File: config.mk
export PLATFORM = sky130hd
export DESIGN_NAME = reg_load_sequencer
export DESIGN_NICKNAME = d
export VERILOG_FILES = /design/src/rtl/reg_load_sequencer.sv
export SDC_FILE = /design/constraint.sdc
export NUM_CORES = 1
export LEC_CHECK = 0
export ABC_AREA = 1
export BUFFER_PORTS_ARGS = -buffer_cell sky130_fd_sc_hd__buf_2
export CAP_MARGIN = 10
export CELL_PAD_IN_SITES_DETAIL_PLACEMENT = 0
export CELL_PAD_IN_SITES_GLOBAL_PLACEMENT = 1
export CORE_MARGIN = 5
export CORE_UTILIZATION = 33
export CTS_CLUSTER_DIAMETER = 120
export CTS_CLUSTER_SIZE = 30
export DETAILED_ROUTE_END_ITERATION = 16
export PLACE_DENSITY = 0.87
export SYNTH_ARGS = -nofsm -noshare
export SYNTH_HDL_FRONTEND = slang
export SYNTH_SLANG_ARGS = --single-unit
File: constraint.sdc
create_clock -name clk -period 2.1 [get_ports clk]
set_input_delay 0.42 -clock clk [delete_from_list [all_inputs] [get_ports clk]]
set_output_delay 0.42 -clock clk [all_outputs]
set_load 0.005 [all_outputs]
File: src/rtl/reg_load_sequencer.sv
// Write-port controller for the 16-bit data register bank.
// Sequences memory loads into registers and arbitrates them against
// single-cycle ALU writebacks so no register ever gets both strobes at once.
//
// state   | meaning
// --------+---------------------------------------------------------
// IDLE    | no load in flight; accepts ld_req
// ISSUE   | one cycle: mem_rd_en pulsed with the latched address
// WAIT    | waiting for mem_rd_valid; timeout counter running
// COMMIT  | one cycle: data_in strobed into the destination, ld_done
module reg_load_sequencer #(
    parameter int NREG    = 8,
    parameter int SEL_W   = 3,
    parameter int ADDR_W  = 16,
    parameter int TIMEOUT = 255
) (
    input  logic              clk,
    input  logic              rst,
    input  logic              alu_req,
    input  logic [SEL_W-1:0]  alu_dest,
    output logic              alu_ack,
    input  logic              ld_req,
    input  logic [SEL_W-1:0]  ld_dest,
    input  logic [ADDR_W-1:0] ld_addr,
    output logic              ld_busy,
    output logic              ld_done,
    output logic              ld_err,
    output logic              mem_rd_en,
    output logic [ADDR_W-1:0] mem_addr,
    input  logic              mem_rd_valid,
    output logic [NREG-1:0]   reg_write_en,
    output logic [NREG-1:0]   reg_mem_write_en,
    output logic [NREG-1:0]   dest_pending
);

    localparam int NSEL = 1 << SEL_W;

    typedef enum logic [1:0] {
        S_IDLE   = 2'd0,
        S_ISSUE  = 2'd1,
        S_WAIT   = 2'd2,
        S_COMMIT = 2'd3
    } state_t;

    state_t            state_q, state_d;
    logic [SEL_W-1:0]  dest_q, dest_d;
    logic [ADDR_W-1:0] mem_addr_q, mem_addr_d;
    logic [7:0]        cnt_q, cnt_d;
    logic [NREG-1:0]   pend_q, pend_d;
    logic              ld_busy_q, ld_busy_d;

    logic [NSEL-1:0]   ld_dec, dest_dec, alu_dec;
    logic [7:0]        cnt_inc;
    logic              alu_in_range;

    // Full-width decode; selects >= NREG fall outside the [NREG-1:0] slice
    // and therefore produce no strobe.
    function automatic logic [NSEL-1:0] onehot(input logic [SEL_W-1:0] s);
        onehot    = '0;
        onehot[s] = 1'b1;
    endfunction

    assign ld_dec       = onehot(ld_dest);
    assign dest_dec     = onehot(dest_q);
    assign alu_dec      = onehot(alu_dest);
    assign alu_in_range = |alu_dec[NREG-1:0];
    assign cnt_inc      = cnt_q + 8'd1;

    // State and datapath registers with synchronous reset.
    always_ff @(posedge clk) begin
        if (rst) begin
            state_q    <= S_IDLE;
            dest_q     <= '0;
            mem_addr_q <= '0;
            cnt_q      <= '0;
            pend_q     <= '0;
            ld_busy_q  <= 1'b0;
        end else begin
            state_q    <= state_d;
            dest_q     <= dest_d;
            mem_addr_q <= mem_addr_d;
            cnt_q      <= cnt_d;
            pend_q     <= pend_d;
            ld_busy_q  <= ld_busy_d;
        end
    end

    // Load FSM: next state, latched request fields and load-side strobes.
    always_comb begin
        state_d          = state_q;
        dest_d           = dest_q;
        mem_addr_d       = mem_addr_q;
        cnt_d            = cnt_q;
        pend_d           = pend_q;
        mem_rd_en        = 1'b0;
        ld_done          = 1'b0;
        ld_err           = 1'b0;
        reg_mem_write_en = '0;

        case (state_q)
            S_IDLE: begin
                if (ld_req) begin
                    dest_d     = ld_dest;
                    mem_addr_d = ld_addr;
                    pend_d     = ld_dec[NREG-1:0];
                    state_d    = S_ISSUE;
                end
            end
            S_ISSUE: begin
                mem_rd_en = 1'b1;
                cnt_d     = '0;
                state_d   = S_WAIT;
            end
            S_WAIT: begin
                if (mem_rd_valid) begin
                    state_d = S_COMMIT;
                end else begin
                    cnt_d = cnt_inc;
                    if (cnt_inc == 8'(TIMEOUT)) begin
                        ld_err  = 1'b1;
                        pend_d  = '0;
                        state_d = S_IDLE;
                    end
                end
            end
            S_COMMIT: begin
                reg_mem_write_en = dest_dec[NREG-1:0];
                ld_done          = 1'b1;
                pend_d           = '0;
                state_d          = S_IDLE;
            end
            default: state_d = S_IDLE;
        endcase

        ld_busy_d = (state_d != S_IDLE);
    end

    // ALU writeback: zero latency, blocked only when it collides with the
    // register being committed this cycle (the requester retries).
    always_comb begin
        reg_write_en = '0;
        alu_ack      = 1'b0;
        if (alu_req) begin
            if (!(alu_in_range && state_q == S_COMMIT && alu_dest == dest_q)) begin
                reg_write_en = alu_dec[NREG-1:0];
                alu_ack      = 1'b1;
            end
        end
    end

    assign ld_busy      = ld_busy_q;
    assign mem_addr     = mem_addr_q;
    assign dest_pending = pend_q;

endmodule

-- Word level (Yosys, flattened, before mapping)
Index checks and enable logic that the tools add are counted.
- bits in registers: 38
- bits of input ports: 27
- output and inout bits: 45
- eq/ne operators: 8
- add/sub/neg operators: 1
- mux-type cells: 26
- $lt $le $gt $ge: 6
- reductions and logical operators: 13
- operator list (cell ; number):
    8-bit 2-to-1 mux ; 7
    8-bit case mux with 3 select lines ; 1
    8-bit case mux with 2 select lines ; 1
    3-bit by 4-bit < comparator with 1-bit output, second input constant ; 3
    1-bit 2-to-1 mux ; 10
    1-bit demux with 3-bit select ; 3
    3-bit by 1-bit >= comparator with 1-bit output, second input constant ; 3
    8-bit by 1-bit adder with 8-bit output, second input constant ; 1
    8-bit equality test, second input constant ; 1
    2-bit case mux with 4 select lines ; 1
    8-bit OR reduction ; 1
    2-bit 2-to-1 mux ; 3
    2-bit != test, second input constant ; 3
    1-bit logical AND ; 5
    2-bit equality test, second input constant ; 2
    2-bit AND reduction ; 2
    4-bit AND reduction ; 1
    2-bit nonzero test ; 2
    3-bit equality test ; 1
    3-bit nonzero test ; 1
    2-bit by 1-bit equality test with 1-bit output, second input constant ; 1
    2-bit zero test ; 1

-- Logic depth before layout (Yosys ltp)
- word-level depth: 9
- gate-level depth with buffers: 13

-- Worst setup path before layout
No wires, ideal clock.
- kind: register -> output
- start point: register cnt_q[0]
- end point: output port ld_err
- path buffers: 0
- slack: 0.478 ns
- cell stages (with the launch flop): 8
- data arrival time: 1.202 ns
- path through: dfxtp_1 > ha_1 > nand3_1 > o21bai_1 > nand2_1 > inv_1 > nand2_1 > nor3_1
- word-level cells in the longest chain between the ends: 5
- ends and longest elaborated chain (what ; RTL line ; RTL):
    start: declaration ; 48 ; logic [7:0] cnt_q, cnt_d;
    start signal: assignment ; 82 ; cnt_q <= cnt_d;
    8-bit by 1-bit adder with 8-bit output ; 67 ; assign cnt_inc = cnt_q + 8'd1;
    8-bit equality test ; 119 ; if (cnt_inc == 8'(TIMEOUT)) begin
    1-bit 2-to-1 mux ; 119 ;
    1-bit 2-to-1 mux ; 115 ; if (mem_rd_valid) begin
    1-bit 2-to-1 mux ; 100 ; case (state_q)
    end: declaration ; 27 ; output logic ld_err,
No other way between the ends.

-- Worst setup path after layout
Ends and elaborated chain as after synthesis.

==> impl_metrics.toml <==
[run_status]
outcome = "finished, final reports clean"

[floorplan]
rows = 28
die_w_um = 87.1
start_util = 0.335
die_h_um = 87.1
dieArea_sq_um = 7590
core_sq_um = 5850
io_pins = 72

[grt]
grt-ovfl-total = 0
grt_pass1_vias = 1834
grt_max_degree = 30
grt_pass1_wl_um = 7980
antenna_found_initial = 1
grt_usage = 0.130

[setup_path]
cp_data_arrival_time_ps = 1540
cp.required_ps = 1680
crit_path_start_kind = "flip-flop"
endpoint_kind = "output pin"
path_class = "reg -> out"
cp_max_fo = 6

[synth]
yosysSeqAreaShare = 0.388
synth_top_flop_cell = "dfxtp_1"
netlist_area_sq_um = 1960
ys_top_cells_by_area = "dfxtp_1 (39%), nand2_1 (13%), nor2_1 (13%), inv_1 (7.8%), o21ai_0 (5.1%)"
yosysTopAreaCellShare = 0.388
synth-edff-count = 0
avgSynthCellArea_sq_um = 6.54
synth_nets = 329
synth_area_leader_cell = "dfxtp_1"
synth-seq-cells = 38
yosys_warnings = 0
ys_types = 30
async_flop_share = 0
netlist_instances = 300

[clock_tree]
root_buffer = "clkbuf_8"
tritoncts = "done"
clk_latency_ps = 290
cts_buffers = 5
cts.sinks = 38
clockBufferDepth = 2
clkTransAtPathRegs_ps = 80
cts_hold_buf = 0
post_cts_buffers = 0
htreeDepth = 2

[drt]
totalWireLength_um = 4830
first_pass_iters = 4
ant_nets = 0
vias = 1963
dr.first_iter.drc_count = 72
wl_per_cell_um = 10.8
route.detailed.drc = 0
viasPerCell = 4.41

[sta]
fmax_mhz = 510
final-setup-viol-count = 0
post-route-min-period_ps = 1960
slew_violations = 0
rsz0062_at_grt = "no"
skew_ps = 10.8
max_slew_margin = 0.526
tightest_slew_ps = 710
fin_setup_tns_ps = 0
hold_violations = 0
final_min_period_over_clock_period = 0.934

[cells_and_area]
antennaDiodeCount = 0
drive_gt1_frac = 0.281
nets = 399
fin_cells = 445
layout_commonest_cell = "buf_2"
synthToLayoutAreaGrowth_pct = 26.0
final_cell_mix = "buf_2 (71), nand2_1 (66), nor2_1 (66), inv_1 (41), dfxtp_1 (32)"

[power]
powerDensity_nw_per_um2 = 716
max-vdd-ir-drop_mv = 0.395
p_leak_uw = 0.00124

[place]
place.gp.congestion = 0.877
placed_cells = 438
post-dp-hpwl_um = 3580
portBuffers = 71

[job]
maxCapViolations = 0

[worst_hold_path]
hp-class = "in -> reg"
==> state kept, by name (all words and copies together) (netlist names) <==
signal,cells
state_q,2
ld_busy,1
dest_pending,8
cnt_q,8
mem_addr,16
dest_q,3
==> metal layers <==
| metal | wire (um) | global-route usage | vias to the layer above |
|---|---|---|---|
| li1 | - | - | 1065 |
| met1 | 2160 | 0.159 | 822 |
| met2 | 2090 | 0.211 | 65 |
| met3 | 493 | 0.0520 | 9 |
| met4 | 67 | 0.0349 | 2 |
| met5 | 17 | 0 | - |
==> final timing paths <==
kind / slack [ps] / depth (start not counted) / start / end
hold reg to reg: 480 / 2 / mem_addr[15]$_SDFFE_PP0P_ / mem_addr[15]$_SDFFE_PP0P_
setup reg to reg: 430 / 13 / cnt_q[0]$_SDFFE_PP0P_ / dest_pending[1]$_SDFFE_PP0P_
setup / recovery: 140 / 8 / cnt_q[0]$_SDFFE_PP0P_ / ld_err
hold / removal: 380 / 3 / ld_addr[13] / mem_addr[13]$_SDFFE_PP0P_
==> timing repair <==
action | 4_1_cts | 5_1_grt
pin swaps | 0 | 1
setup endpoints to repair | 1 | 1
resized for setup | 2 | 11
==> cell families (layout without fill, tap and decap cells) <==
logic type	count (synthesis)	in the layout	share of synthesized area
xor gates and xnor gates	1	1	0.00447
DFF	38	38	0.388
buffers and inverters	55	125	0.120
AOI/OAI and AO/OA	41	41	0.114
adders and majority gates	2	2	0.0128
and+or+nand+nor	163	163	0.362
==> Yosys cell counts, types with 2 or more instances <==
cell type,n
a21oi_1,14
a31oi_1,2
buf_4,2
clkbuf_1,5
dfxtp_1,38
ha_1,2
inv_1,41
inv_2,4
nand2_1,66
nand2_2,4
nand3_1,6
nand3_2,2
nand4_1,10
nor2_1,66
nor2_2,4
o21ai_0,20
==> area by class of cell <==
cell class / instances / area, sq um
Fill cell: 611 / 3380
Multi-Input combinational cell: 207 / 993
Sequential cell: 38 / 773
Timing Repair Buffer: 72 / 363
Inverter: 46 / 173
Tap cell: 75 / 93.8
Clock buffer: 7 / 76.3
==> worst max-delay path: stages (launching register included) <==
cell      delay [ps]
dfxtp_4          390
ha_4             160
nand3_2           90
o21bai_1         160
nand2_1           90
inv_1             70
nand2_1           60
nor3_2            90
buf_2            130
==> power breakdown <==
group / switching, uW / total, uW / internal [uW]
Combinational: 263 / 439 / 176
Sequential: 49.9 / 852 / 802
Clock: 250 / 478 / 229
Total: 563 / 1770 / 1210
==> metrics by stage <==
step	setup WS [ps]	util	area [sq um]	power (uW)	hold WS (ps)
after floorplan	478	-	1960	1160	451
after CTS	10.3	0.416	2430	1790	377
final	138	0.423	2470	1770	381
after global routing	32.1	0.423	2470	1900	389
after detailed placement	274	0.403	2360	1310	471
after global placement	333	0.403	2360	1310	457
No activity file was read; power rests on OpenSTA's default activity.
